<file path="config.mk">
export PLATFORM = sky130hd
export DESIGN_NAME = fetch_sequencer_flat
export DESIGN_NICKNAME = d
export VERILOG_FILES = /design/src/rtl/fetch_sequencer_if.sv /design/src/rtl/fetch_sequencer.sv /design/src/flat_wrapper.sv
export SDC_FILE = /design/constraint.sdc
export NUM_CORES = 1
export LEC_CHECK = 0
export ABC_CLOCK_PERIOD_IN_PS = 1500
export BUFFER_PORTS_ARGS = -buffer_cell sky130_fd_sc_hd__clkbuf_2
export CAP_MARGIN = 40
export CORE_ASPECT_RATIO = 0.6
export CORE_MARGIN = 2
export CORE_UTILIZATION = 45
export CTS_BUF_LIST = sky130_fd_sc_hd__clkbuf_4 sky130_fd_sc_hd__clkbuf_8
export CTS_CLUSTER_SIZE = 10
export DETAILED_ROUTE_END_ITERATION = 8
export PLACE_DENSITY_LB_ADDON = 0.3
export SYNTH_ARGS = -nofsm -noshare
export SYNTH_HDL_FRONTEND = slang
export SYNTH_SLANG_ARGS = --single-unit
</file>
<file path="constraint.sdc">
create_clock -name clk -period 1.5 [get_ports clk]
set_input_delay 0.3 -clock clk [delete_from_list [all_inputs] [get_ports clk]]
set_output_delay 0.3 -clock clk [all_outputs]
set_load 0.01 [all_outputs]
</file>
<file path="src/rtl/fetch_sequencer_if.sv">
// Fetch-side bundle: instruction-memory request port, decode-facing
// instruction port and the branch/halt control from downstream stages.
interface fetch_sequencer_if #(
  parameter int AW = 16,
  parameter int IW = 16
);
  logic          imem_req;
  logic [AW-1:0] imem_addr;
  logic          imem_ack;
  logic [IW-1:0] imem_rdata;
  logic [IW-1:0] inst;
  logic [AW-1:0] inst_pc;
  logic          inst_valid;
  logic          stall;
  logic          branch;
  logic [AW-1:0] branch_addr;
  logic          halt;
  logic          resume;
  logic          halted;

  modport master (
    output imem_req, imem_addr, inst, inst_pc, inst_valid, halted,
    input  imem_ack, imem_rdata, stall, branch, branch_addr, halt, resume
  );

  modport slave (
    input  imem_req, imem_addr, inst, inst_pc, inst_valid, halted,
    output imem_ack, imem_rdata, stall, branch, branch_addr, halt, resume
  );
endinterface

</file>
<file path="src/rtl/fetch_sequencer.sv">
// Instruction-fetch controller: owns the PC, issues one imem request at a
// time and hands clean in-order instructions to decode.
module fetch_sequencer #(
  parameter int INST_ADDR_WIDTH   = 16,
  parameter int INST_WIDTH        = 16,
  parameter int NUM_BYTES_IN_INST = 2,
  parameter logic [INST_ADDR_WIDTH-1:0] RESET_PC = '0
) (
  input  logic              clk,
  input  logic              rst,
  fetch_sequencer_if.master fs
);
  localparam logic [INST_ADDR_WIDTH-1:0] PC_INC = INST_ADDR_WIDTH'(NUM_BYTES_IN_INST);

  typedef enum logic [1:0] {IDLE, FETCH, FULL, HALTED} state_e;

  state_e                     state_q, state_d;
  logic [INST_ADDR_WIDTH-1:0] fetch_pc_q, fetch_pc_d;
  logic                       pending_valid_q, pending_valid_d;
  logic [INST_ADDR_WIDTH-1:0] pending_addr_q, pending_addr_d;
  logic [INST_WIDTH-1:0]      inst_q, inst_d;
  logic [INST_ADDR_WIDTH-1:0] inst_pc_q, inst_pc_d;
  logic                       inst_valid_q, inst_valid_d;
  logic                       imem_req_q, imem_req_d;
  logic                       halted_q, halted_d;

  always_comb begin
    state_d         = state_q;
    fetch_pc_d      = fetch_pc_q;
    pending_valid_d = pending_valid_q;
    pending_addr_d  = pending_addr_q;
    inst_d          = inst_q;
    inst_pc_d       = inst_pc_q;
    inst_valid_d    = inst_valid_q;
    unique case (state_q)
      IDLE: state_d = fs.halt ? HALTED : FETCH;
      FETCH: begin
        // The request is never retracted; a redirect seen during it only
        // poisons the returning data and retargets the next request.
        if (fs.imem_ack) begin
          if (pending_valid_q || fs.branch) begin
            fetch_pc_d      = fs.branch ? fs.branch_addr : pending_addr_q;
            pending_valid_d = 1'b0;
          end else begin
            inst_d       = fs.imem_rdata;
            inst_pc_d    = fetch_pc_q;
            inst_valid_d = 1'b1;
            fetch_pc_d   = fetch_pc_q + PC_INC;
            state_d      = FULL;
          end
        end else if (fs.branch) begin
          pending_valid_d = 1'b1;
          pending_addr_d  = fs.branch_addr;
        end
      end
      FULL: begin
        if (fs.branch || !fs.stall) begin
          inst_valid_d = 1'b0;
          if (fs.branch) fetch_pc_d = fs.branch_addr;
          state_d = fs.halt ? HALTED : FETCH;
        end
      end
      HALTED: begin
        if (fs.branch) fetch_pc_d = fs.branch_addr;
        if (fs.resume) state_d = FETCH;
      end
      default: state_d = IDLE;
    endcase
    imem_req_d = (state_d == FETCH);
    halted_d   = (state_d == HALTED);
  end

  always_ff @(posedge clk) begin
    if (rst) begin
      state_q         <= IDLE;
      fetch_pc_q      <= RESET_PC;
      pending_valid_q <= 1'b0;
      pending_addr_q  <= '0;
      inst_q          <= '0;
      inst_pc_q       <= '0;
      inst_valid_q    <= 1'b0;
      imem_req_q      <= 1'b0;
      halted_q        <= 1'b0;
    end else begin
      state_q         <= state_d;
      fetch_pc_q      <= fetch_pc_d;
      pending_valid_q <= pending_valid_d;
      pending_addr_q  <= pending_addr_d;
      inst_q          <= inst_d;
      inst_pc_q       <= inst_pc_d;
      inst_valid_q    <= inst_valid_d;
      imem_req_q      <= imem_req_d;
      halted_q        <= halted_d;
    end
  end

  assign fs.imem_req   = imem_req_q;
  assign fs.imem_addr  = fetch_pc_q;
  assign fs.inst       = inst_q;
  assign fs.inst_pc    = inst_pc_q;
  assign fs.inst_valid = inst_valid_q;
  assign fs.halted     = halted_q;
endmodule

</file>
<file path="src/flat_wrapper.sv">
// flat-port wrapper written by rule: the top's interface ports become plain ports
module fetch_sequencer_flat 
#(
  parameter int INST_ADDR_WIDTH   = 16,
  parameter int INST_WIDTH        = 16,
  parameter int NUM_BYTES_IN_INST = 2,
  parameter logic [INST_ADDR_WIDTH-1:0] RESET_PC = '0
)
  (clk, rst, fs_imem_req, fs_imem_addr, fs_inst, fs_inst_pc, fs_inst_valid, fs_halted, fs_imem_ack, fs_imem_rdata, fs_stall, fs_branch, fs_branch_addr, fs_halt, fs_resume);
  fetch_sequencer_if fs_i ();
  input  logic clk;
  input  logic rst;
  output wire logic [$bits(fs_i.imem_req)-1:0] fs_imem_req;
  output wire logic [$bits(fs_i.imem_addr)-1:0] fs_imem_addr;
  output wire logic [$bits(fs_i.inst)-1:0] fs_inst;
  output wire logic [$bits(fs_i.inst_pc)-1:0] fs_inst_pc;
  output wire logic [$bits(fs_i.inst_valid)-1:0] fs_inst_valid;
  output wire logic [$bits(fs_i.halted)-1:0] fs_halted;
  input wire logic [$bits(fs_i.imem_ack)-1:0] fs_imem_ack;
  input wire logic [$bits(fs_i.imem_rdata)-1:0] fs_imem_rdata;
  input wire logic [$bits(fs_i.stall)-1:0] fs_stall;
  input wire logic [$bits(fs_i.branch)-1:0] fs_branch;
  input wire logic [$bits(fs_i.branch_addr)-1:0] fs_branch_addr;
  input wire logic [$bits(fs_i.halt)-1:0] fs_halt;
  input wire logic [$bits(fs_i.resume)-1:0] fs_resume;
  assign fs_imem_req = fs_i.imem_req;
  assign fs_imem_addr = fs_i.imem_addr;
  assign fs_inst = fs_i.inst;
  assign fs_inst_pc = fs_i.inst_pc;
  assign fs_inst_valid = fs_i.inst_valid;
  assign fs_halted = fs_i.halted;
  assign fs_i.imem_ack = fs_imem_ack;
  assign fs_i.imem_rdata = fs_imem_rdata;
  assign fs_i.stall = fs_stall;
  assign fs_i.branch = fs_branch;
  assign fs_i.branch_addr = fs_branch_addr;
  assign fs_i.halt = fs_halt;
  assign fs_i.resume = fs_resume;
  fetch_sequencer #(.INST_ADDR_WIDTH(INST_ADDR_WIDTH), .INST_WIDTH(INST_WIDTH), .NUM_BYTES_IN_INST(NUM_BYTES_IN_INST), .RESET_PC(RESET_PC)) u_core (.clk(clk), .rst(rst), .fs(fs_i));
endmodule
</file>
# Word-level counts from Yosys, hierarchy flattened
# Index checks and enable logic that the tools add are counted.
totals:
  reg_bits: 70
  in_bits: 39
  output_inout_bits: 51
  elab_cells: 52
op_classes:
  add_sub_neg: 1
  eq_ne: 9
  mux: 19
  bitwise: 2
  reduce_logical: 12
ops:
  columns: ["cell", "n"]
  rows:
  - ["$mux 16", 5]
  - ["$pmux 16 s3", 1]
  - ["$add 16x2->16 const B", 1]
  - ["$mux 2", 5]
  - ["$reduce_and 3->1", 3]
  - ["$pmux 2 s4", 1]
  - ["$eq 2x2->1 const B", 3]
  - ["$mux 1", 6]
  - ["$eq 2x1->1 const B", 2]
  - ["$ne 2x1->1 const B", 2]
  - ["$ne 2x2->1 const B", 2]
  - ["$reduce_and 4->1", 1]
  - ["$reduce_bool 2->1", 2]
  - ["$reduce_bool 3->1", 1]
  - ["$logic_not 2->1", 1]
  - ["$logic_or 1x1->1", 2]
  - ["$not 1->1", 2]
  - ["$pmux 1 s2", 1]
  - ["$reduce_and 2->1", 1]
  - ["$logic_not 1->1", 1]

# Longest topological paths before layout
# Gate-level depths: netlist of the first run.
depth:
  ltp_word: 5
  ltp_mapped: 7
  mapped_depth_nobuf: 5

# Worst setup path before layout of the first run
# No wires, ideal clock.
synth_timing:
  kind: "reg2reg"
  from: "reg u_core.fetch_pc_q[8] (netlist: u_core.fs.imem_addr[8])"
  to: "reg u_core.fetch_pc_q[14] (netlist: u_core.fs.imem_addr[14])"
  setup_time_ns: 0.074
  arrival_time_ns: 1.590
  slack_ns: -0.165
  path_stages_with_launch: 5
  n_path_buf: 0
  cell_sequence: "dfxtp_1 > nand3_2 > or3_1 > or4_1 > a31oi_1"
synth_via:
  elab_chain_cells: 4
synth_lines:
  columns: ["item", "line", "rtl"]
  rows:
  - ["from (decl)", "fetch_sequencer.sv:18", "logic [INST_ADDR_WIDTH-1:0] fetch_pc_q, fetch_pc_d;"]
  - ["from (signal assigned)", "fetch_sequencer.sv:86", "fetch_pc_q <= fetch_pc_d;"]
  - ["$add 16x2->16", "fetch_sequencer.sv:48", "fetch_pc_d = fetch_pc_q + PC_INC;"]
  - ["$mux 16", "fetch_sequencer.sv:41", "if (pending_valid_q || fs.branch) begin"]
  - ["$mux 16", "fetch_sequencer.sv:40", "if (fs.imem_ack) begin"]
  - ["$pmux 16 s3", "fetch_sequencer.sv:35", "unique case (state_q)"]
# Every way passes these cells. The select of a mux whose other input is x is not followed.
# A chain may end at the register's enable or synchronous reset.

# Worst setup path after layout of the first run
layout_timing:
  from: "reg u_core.fetch_pc_q[13] (netlist: u_core.fs.imem_addr[13])"
  to: "reg u_core.fetch_pc_q[14] (netlist: u_core.fs.imem_addr[14])"
# Same word-level chain as after synthesis.

==> results of run 1 <==
cells by family (layout without fill, tap and decap cells):
kind of cell | Yosys count | after routing | synth area share, %
and+or+nand+nor | 177 | 177 | 25.77
AOI/OAI and AO/OA | 117 | 117 | 21.85
DFF | 70 | 70 | 45.31
buffers and inverters | 42 | 156 | 5.380
muxes | 4 | 4 | 1.295
adders and majority gates | 1 | 1 | 0.4045
worst max-delay path, delay by kind of cell, from the launching register on:
kind	cells	cell delay [ns]
AO/OA/AOI/OAI	1	0.19
buffers and inverters	1	0.09
flip-flops	1	0.38
AND/OR/NAND/NOR	2	0.77
flip-flops by register name, indices dropped and copies added, names as in the netlist:
| name | flops |
|---|---|
| u_core.fs.imem_addr | 16 |
| u_core.fs.halted | 1 |
| u_core.fs.inst | 16 |
| u_core.fs.imem_req | 1 |
| u_core.state_q | 2 |
| u_core.fs.inst_pc | 16 |
| u_core.pending_valid_q | 1 |
| u_core.pending_addr_q | 16 |
| u_core.fs.inst_valid | 1 |
area by class of cell:
type | instances | area share (%)
Sequential cell | 70 | 33.79
Tap cell | 87 | 2.563
Clock buffer | 13 | 4.065
Inverter | 8 | 0.7069
Clock inverter | 3 | 2.121
Multi-Input combinational cell | 299 | 37.53
Timing Repair Buffer | 132 | 19.23
path summary, 6_finish.rpt:
kind                            from                      end
max          u_core.fs.imem_addr[13]  u_core.fs.imem_addr[14]
min                fs_imem_rdata[11]       u_core.fs.inst[11]
max reg2reg  u_core.fs.imem_addr[13]  u_core.fs.imem_addr[14]
min reg2reg        u_core.fs.inst[0]        u_core.fs.inst[0]
through the flow:
step                      hold slack [ns]   TNS [ns]  utilization [%]
after detailed placement           0.4462    -0.4905            58.58
after floorplan                    0.4319  -0.002032                -
after global placement             0.4390   -0.03792            58.58
final                              0.1535   -0.01091            63.62
after global routing               0.1508   -0.05019            63.62
after CTS                          0.1421          0            62.71
cells in the mapped netlist, types with 2 or more instances:
cell type	number
a311oi_1	2
mux2i_1	4
nor2_1	8
nand3_1	12
buf_2	7
nand2b_1	3
nor2b_1	3
o21ai_0	22
o311a_1	2
o32ai_1	5
nor3_1	5
o211ai_1	5
dfxtp_1	70
clkbuf_1	26
inv_1	8
and2_1	3
or2_2	2
and3_1	2
nand4_1	4
a21oi_1	70
nor4_1	2
or3_1	2
nand3b_1	3
nand2_1	119
and3b_1	2
metal layers:
metal | share of wire, % | track usage (%) | vias to the layer above | wire [um]
met1 | 45 | 31.29 | 1576 | 4141
met3 | 9.5 | 10.19 | 16 | 870
met2 | 44 | 37.19 | 153 | 4049
met4 | 1.4 | 5.864 | 0 | 127
met5 | 0 | 0 | - | 0
li1 | - | - | 1637 | -
where the power goes:
part / leakage (nW) / internal [mW] / total, mW / switching [mW]
clock: 0.133 / 1.26 / 1.97 / 0.705
sequential: 0.576 / 1.93 / 1.99 / 0.0614
combinational: 0.991 / 0.281 / 0.642 / 0.361
total: 1.70 / 3.47 / 4.60 / 1.13
what timing repair did:
action / 4_1_cts / 5_1_grt
setup endpoints to repair: 7 / 25
pin swaps: 0 / 6
gates resized for setup: 5 / 16
==> run_results.csv, run 1 <==
group,metric,value,unit
status,outcome,"finished with violations",
status,violations,"setup timing",
route,wirelength,9189,um
clocking,postCtsHoldBufs,0,
placement,dp_slack,-0.1642,ns
min_path,hold_path.class,"input pin to flop",
clocking,cts_buffers,9,
clocking,clk_latency,0.36,ns
clocking,cts_tree,"built",
route,ant_nets,0,
clocking,cts.sinks,70,
synthesis,avgSynthCellArea,7.525,um2
synthesis,ys_top_cells_by_area,"dfxtp_1 (45%), nand2_1 (14%), a21oi_1 (11%), o21ai_0 (3.6%), clkbuf_1 (3.2%)",
route,drc,0,
worst_setup_path,end_kind,"flop",
synthesis,synth_area,3093,um2
die,ios,90,
placement,routabilityCongestion,0.9933,
route,vias,3382,
route,drt_iter0_drc,266,
sta,worst_pin_slew,0.3831,ns
layout,nets,560,
sta,finClkSkew,0.01055,ns
synthesis,synth-main-ff-cell,"dfxtp_1",
clocking,clkTransAtPathRegs,0.08,ns
sta,hold_viol,0,
synthesis,ys_seq_area_share,45.31,%
synthesis,yosysTopAreaCellShare,45.31,%
die,core-area,6676,um2
worst_setup_path,crit_slowest_cell,"or4_1",
pwr,p_total,4.598,mW
synthesis,async_flop_share,0,%
worst_setup_path,required,1.78,ns
layout,final_cell_mix,"nand2_1 (118), clkbuf_2 (89), a21oi_1 (69), dfxtp_1 (57), buf_4 (37)",
layout,fillCellCount,608,
clocking,cts_setup_buffers,0,
layout,areaGrowthSynthToFinish,37.34,%
layout,multi_input_area,1594,um2
grt,grt_first_pass_wirelength,14170,um
route,routedWlPerCell,15.01,um
worst_setup_path,critPathMaxFanout,3,
sta,final.min_clock_period,1.511,ns
placement,dpl.hpwl,6733,um
layout,stdcell_area,4248,um2
worst_setup_path,cp_cell_sequence,"inv_1, or3_4, or4_1, a31oi_1",
clocking,root_buffer,"clkbuf_8",
clocking,cts_max_level,3,
die,dieArea,7574,um2
die,start_util,46.33,%
synthesis,synthDistinctLibCells,45,
placement,placed_cell_area,3911,um2
die,row_count,23,
min_path,hold_path_depth,3,
worst_setup_path,path_class,"flop to flop",
synthesis,synth_fp_nets,451,
pwr,pwr_density_cell,1082,nW/um2
layout,layout_commonest_cell,"nand2_1",
grt,grt_pass1_vias,2935,
synthesis,synth.largest_area_cell,"dfxtp_1",
grt,grt_usage,23.94,%
sta,rsz0062_at_grt,"true",
layout,instances_no_fill,612,
worst_setup_path,start_kind,"flop",
layout,drive_gt1_share,34.48,%
die,die_w,111.0,um
sta,fmax,0.6619,GHz
die,die_h,68.22,um
worst_setup_path,cp.arrival,1.79,ns
route,first_pass_iters,5,
route,via_per_inst,5.526,
placement,place.port_buffers,89,
worst_setup_path,r2r_slack,-0.01,ns
grt,antenna_found_initial,0,
sta,setup_violations,1,
pwr,p_leak,1.700,nW
layout,layout.area.seq,1435,um2
grt,grt_overflow,0,
sta,setup_slack,-0.01091,ns
synthesis,ys_ff_latch,70,
job,maxCapViolCount,0,
worst_setup_path,slowest_delay,0.39,ns
pwr,peakVddDrop,0.7167,mV
grt,grt_start_max_net_pins,34,
layout,antenna_cells,0,
sta,maxSlewViolCount,0,
sta,fin_crit_sh,100.7,%
clocking,cts_max_path_buffers,2,
worst_setup_path,reg2reg_depth,4,
synthesis,yosysWarnings,0,
sta,slew_headroom,74.26,%
synthesis,synth_edf_count,0,
synthesis,synthCells,411,
placement,place_inst,596,
Note: power is estimated with default switching activity, not from simulation.
==> inputs of run 2 (changes only) <==
--- a/config.mk
+++ b/config.mk
@@ -5,8 +5,8 @@
 export SDC_FILE = /design/constraint.sdc
 export NUM_CORES = 1
 export LEC_CHECK = 0
-export ABC_CLOCK_PERIOD_IN_PS = 1500
-export BUFFER_PORTS_ARGS = -buffer_cell sky130_fd_sc_hd__clkbuf_2
+export ABC_CLOCK_PERIOD_IN_PS = 1700
+export BUFFER_PORTS_ARGS = -buffer_cell sky130_fd_sc_hd__buf_2
 export CAP_MARGIN = 40
 export CORE_ASPECT_RATIO = 0.6
 export CORE_MARGIN = 2
==> constraint.sdc (replaced) <==
create_clock -name clk -period 1.7 [get_ports clk]
set_input_delay 0.34 -clock clk [delete_from_list [all_inputs] [get_ports clk]]
set_output_delay 0.34 -clock clk [all_outputs]
set_load 0.01 [all_outputs]
==> run 2 against run 1 <==
Effect of this change: the run now ends clean; worst hold slack better by 0.075 ns; die area stayed put; total power is 17% lower; clock-buffer cell count stayed put; cell area is 4.2% lower; register-to-register slack better by 0.12 ns; critical path type unchanged; largest power group unchanged; highest routed layer unchanged.
==> run_results.csv, run 2 (synthesis results as in run 1) <==
group,metric,value,unit
status,outcome,"completed",
min_path,hold_path.class,"input pin to flop",
sta,holdWs,0.2285,ns
layout,layout_commonest_cell,"nand2_1",
placement,place.port_buffers,89,
worst_setup_path,cp.arrival,1.87,ns
min_path,hold_start,"fs_imem_rdata[7]",
worst_setup_path,reg2reg_depth,4,
worst_setup_path,r2r_start,"u_core.fs.imem_addr[8]",
layout,nets,551,
placement,routabilityCongestion,1.051,
layout,drive_gt1_share,29.26,%
pwr,p_leak,1.660,nW
layout,final_cell_mix,"nand2_1 (118), buf_2 (89), a21oi_1 (70), dfxtp_1 (68), buf_4 (29)",
min_path,hold_path_depth,3,
sta,hold_viol,0,
worst_setup_path,path_class,"flop to flop",
route,first_pass_iters,5,
clocking,cts_buffers,9,
grt,grt_start_max_net_pins,41,
sta,fmax,0.6277,GHz
worst_setup_path,end_kind,"flop",
job,maxCapViolCount,0,
die,die_h,68.22,um
sta,final.min_clock_period,1.593,ns
min_path,holdPathEnd,"u_core.fs.inst[7]",
die,core-area,6676,um2
sta,finClkSkew,0.007551,ns
route,via_per_inst,5.506,
route,ant_nets,0,
worst_setup_path,r2r_slack,0.11,ns
layout,stdcell_area,4069,um2
pwr,peakVddDrop,0.4974,mV
worst_setup_path,critical_path.startpoint,"u_core.fs.imem_addr[8]",
clocking,cts.sinks,70,
pwr,p_seq_share,45.9,%
pwr,p_comb_share,14.2,%
layout,antenna_cells,0,
die,ios,90,
clocking,root_buffer,"clkbuf_8",
route,vias,3320,
clocking,clkTransAtPathRegs,0.07,ns
die,start_util,46.33,%
route,wirelength,8838,um
clocking,cts_max_level,3,
placement,placed_cell_area,3829,um2
grt,grt_pass1_vias,2798,
clocking,clk_latency,0.35,ns
die,row_count,23,
placement,dpl.hpwl,6450,um
pwr,p_int,2.856,mW
route,routedWlPerCell,14.66,um
worst_setup_path,slowest_delay,0.50,ns
route,drt_iter0_drc,241,
grt,grt_usage,23.09,%
pwr,switchingPower,0.9646,mW
pwr,pwr_density_cell,938.9,nW/um2
clocking,postCtsHoldBufs,0,
sta,maxSlewViolCount,0,
clocking,cts_tree,"built",
sta,slew_headroom,76.72,%
layout,areaGrowthSynthToFinish,31.55,%
pwr,clockPowerShare,39.9,%
worst_setup_path,cp_cell_sequence,"nand3_2, or3_4, or4_1, a31oi_1",
die,dieArea,7574,um2
clocking,cts_setup_buffers,0,
sta,setup_violations,0,
grt,antenna_found_initial,0,
sta,rsz0062_at_grt,"false",
pwr,switching_share,25.25,%
worst_setup_path,critPathMaxFanout,4,
grt,grt_first_pass_wirelength,13790,um
die,die_w,111.0,um
worst_setup_path,r2r-end,"u_core.fs.imem_addr[14]",
sta,worst_pin_slew,0.3465,ns
worst_setup_path,crit_slowest_cell,"or4_1",
worst_setup_path,required,1.97,ns
worst_setup_path,start_kind,"flop",
grt,grt_overflow,0,
route,drc,0,
sta,fin_crit_sh,93.72,%
clocking,cts_max_path_buffers,2,
-- run 2: cell types whose count changed in the layout (fill, tap and decap cells not counted), sizes merged --
cell	delta
buf	+80
bufinv	-1
clkbuf	-89
clkinvlp	+1
-- run 2: worst max path at each step --
| stage | end |
|---|---|
| final | u_core.fs.imem_addr[14] |
| after global routing | u_core.fs.imem_addr[14] |
| after CTS | u_core.fs.imem_addr[6] |
| after detailed placement | u_core.fs.imem_addr[6] |
| after global placement | u_core.fs.imem_addr[13] |
| after floorplan | u_core.fs.imem_addr[14] |
-- run 2: layout make-up --
cell class                      instances  area [um2]
Clock buffer                           13       160.2
Fill cell                             624        2608
Timing Repair Buffer                  123       763.2
Tap cell                               87       108.9
Inverter                                8       30.03
Multi-Input combinational cell        299        1535
Clock inverter                          3       67.56
Sequential cell                        70        1404
-- run 2: power groups by stage --
stage               clock [mW]  sequential, mW  combinational, mW
finish                    1.52            1.75              0.542
global placement             0            1.78              0.527
global route              1.62            1.76              0.593
detailed placement           0            1.79              0.534
floorplan                    0            1.81              0.259
CTS                       1.56            1.75              0.537
-- run 2: what timing repair did --
item	in CTS	in global routing
pin swaps	0	0
gates resized for setup	1	5
endpoints found under the setup margin	1	4
gates cloned	0	0
-- run 2: stage by stage --
step	power, mW	utilization [%]	TNS [ns]	instances	setup slack, ns
after floorplan	2.067	-	0	411	0.03536
after global placement	2.312	57.35	0	587	0.02132
after detailed placement	2.323	57.35	-0.06784	587	-0.06431
after CTS	3.849	60.78	0	603	0.04282
after global routing	3.976	60.94	0	603	0.004964
final	3.820	60.94	0	603	0.1068
-- run 2: critical path, delay by kind of cell (launching register included) --
family          cells  cell delay [ns]
flops               1             0.35
simple gates        3             1.02
compound gates      1             0.16
-- run 2: routing by layer --
metal / track usage (%) / vias to the layer above / part of all wire (%)
met1: 30.87 / 1548 / 47
li1: - / 1621 / -
met2: 36.12 / 134 / 43
met3: 8.415 / 17 / 8.5
met5: 0 / - / 0
met4: 5.710 / 0 / 1.3
==> inputs of run 3 (changes only) <==
--- a/config.mk
+++ b/config.mk
@@ -11,7 +11,7 @@
 export CORE_ASPECT_RATIO = 0.6
 export CORE_MARGIN = 2
 export CORE_UTILIZATION = 45
-export CTS_BUF_LIST = sky130_fd_sc_hd__clkbuf_4 sky130_fd_sc_hd__clkbuf_8
+export CTS_BUF_LIST = sky130_fd_sc_hd__clkbuf_8 sky130_fd_sc_hd__clkbuf_16
 export CTS_CLUSTER_SIZE = 10
 export DETAILED_ROUTE_END_ITERATION = 8
 export PLACE_DENSITY_LB_ADDON = 0.3
==> run 3 against run 2 <==
Effect of this change: global-route usage rose by 0.27 points; setup slack improved by 0.0077 ns; worst hold slack improved by 0.025 ns; sequential power barely moved; via count fell by 1.1%; largest cell class unchanged.
==> run_results.csv, run 3 (synthesis results as in run 1) <==
group,metric,value,unit
pwr,peakVddDrop,0.5979,mV
die,start_util,46.33,%
route,ant_nets,0,
pwr,p_leak,1.708,nW
grt,grt_pass1_vias,2807,
layout,drive_gt1_share,28.49,%
min_path,hold_start,"fs_imem_rdata[0]",
route,wirelength,8905,um
clocking,cts_max_path_buffers,2,
sta,setup_violations,0,
route,vias,3284,
worst_setup_path,cp_cell_sequence,"nand3_2, or3_4, or4_1, a31oi_1",
worst_setup_path,r2r_slack,0.11,ns
clocking,cts_setup_buffers,0,
worst_setup_path,path_class,"flop to flop",
clocking,clk_latency,0.32,ns
worst_setup_path,slowest_delay,0.50,ns
grt,grt_first_pass_wirelength,13930,um
worst_setup_path,required,1.95,ns
worst_setup_path,r2r-end,"u_core.fs.imem_addr[14]",
sta,slew_headroom,75.09,%
route,routedWlPerCell,14.77,um
worst_setup_path,crit_slowest_cell,"or4_1",
min_path,hold_path_depth,3,
die,core-area,6676,um2
clocking,cts_max_level,3,
clocking,cts.sinks,70,
clocking,clkTransAtPathRegs,0.05,ns
grt,antenna_found_initial,0,
route,drc,0,
grt,grt_start_max_net_pins,41,
status,outcome,"completed",
sta,fin_crit_sh,93.27,%
layout,utilization,62.28,%
layout,nets,551,
clocking,cts_buffers,9,
layout,areaGrowthSynthToFinish,34.43,%
clocking,root_buffer,"clkbuf_16",
sta,maxSlewViolCount,0,
worst_setup_path,start_kind,"flop",
min_path,holdPathEnd,"u_core.fs.inst[0]",
sta,worst_pin_slew,0.3708,ns
sta,final.min_clock_period,1.586,ns
worst_setup_path,critPathMaxFanout,4,
placement,dpl.hpwl,6450,um
pwr,pwr_density_cell,1027,nW/um2
sta,holdWs,0.2535,ns
route,drt_iter0_drc,292,
route,first_pass_iters,5,
die,ios,90,
sta,fmax,0.6307,GHz
worst_setup_path,reg2reg_depth,4,
layout,stdcell_area,4158,um2
die,dieArea,7574,um2
die,die_h,68.22,um
worst_setup_path,end_kind,"flop",
sta,finClkSkew,0.003907,ns
worst_setup_path,critical_path.startpoint,"u_core.fs.imem_addr[9]",
layout,antenna_cells,0,
grt,grt_overflow,0,
worst_setup_path,r2r_start,"u_core.fs.imem_addr[9]",
job,maxCapViolCount,0,
layout,final_cell_mix,"nand2_1 (118), buf_2 (89), a21oi_1 (70), dfxtp_1 (69), buf_4 (29)",
placement,placed_cell_area,3829,um2
clocking,cts_tree,"built",
sta,hold_viol,0,
grt,grt_usage,23.36,%
die,die_w,111.0,um
die,row_count,23,
worst_setup_path,cp.arrival,1.84,ns
placement,place.port_buffers,89,
placement,routabilityCongestion,1.051,
min_path,hold_path.class,"input pin to flop",
sta,rsz0062_at_grt,"false",
route,via_per_inst,5.446,
layout,layout_commonest_cell,"nand2_1",
-- run 3: changes by cell type in the layout (fill, tap and decap cells not counted) --
| cell | change |
|---|---|
| clkbuf_16 | +9 |
| clkbuf_4 | -3 |
| dfxtp_1 | +1 |
| dfxtp_2 | -1 |
| clkbuf_8 | -9 |
| inv_1 | +3 |
-- run 3: repair_timing --
action	in CTS	in global routing
hold buffers	0	0
gates resized for setup	1	4
endpoints found under the setup margin	1	4
cloned	0	0
-- run 3: layout make-up --
type | count | area, um2
fill | 606 | 2519
multi-input combinational | 299 | 1535
sequential | 70 | 1403
timing repair buffer | 123 | 763.2
clock buffer | 10 | 239.0
tap | 87 | 108.9
clock inverter | 6 | 78.83
inverter | 8 | 30.03
-- run 3: how the worst max path moves through the flow --
stage               slack [ns]  cells past startpoint                 endpoint
floorplan                 0.04                      4  u_core.fs.imem_addr[14]
global placement          0.02                      5  u_core.fs.imem_addr[13]
detailed placement       -0.06                      6   u_core.fs.imem_addr[6]
CTS                       0.03                      5   u_core.fs.imem_addr[6]
global route             0.003                      4  u_core.fs.imem_addr[14]
finish                    0.11                      4  u_core.fs.imem_addr[14]
-- run 3: where the power goes --
group / switching [mW] / internal (mW) / total, mW / leakage [nW]
logic: 0.307 / 0.235 / 0.543 / 0.976
registers: 0.0514 / 1.71 / 1.76 / 0.569
clock network: 0.661 / 1.31 / 1.97 / 0.162
-- run 3: metrics by stage --
step | cells | worst slack, ns | setup TNS [ns] | power [mW]
2_1_floorplan | 411 | 0.03536 | 0 | 2.067
3_3_place_gp | 587 | 0.02132 | 0 | 2.312
3_5_place_dp | 587 | -0.06431 | -0.06784 | 2.323
4_1_cts | 603 | 0.03332 | 0 | 4.301
5_1_grt | 603 | 0.002739 | 0 | 4.431
6_report | 603 | 0.1145 | 0 | 4.268
-- run 3: routing by layer --
metal  share of wire (%)  GRT usage (%)
met1                  46          31.72
met2                  44          35.97
met3                 9.2          8.326
met4                0.80          5.864
met5                   0              0
-- run 3: critical path: cells and delay by family, from the launching register on --
kind               cells  cell delay, ns
AOI/OAI and AO/OA      1            0.16
DFF                    1            0.34
and+or+nand+nor        3            1.02
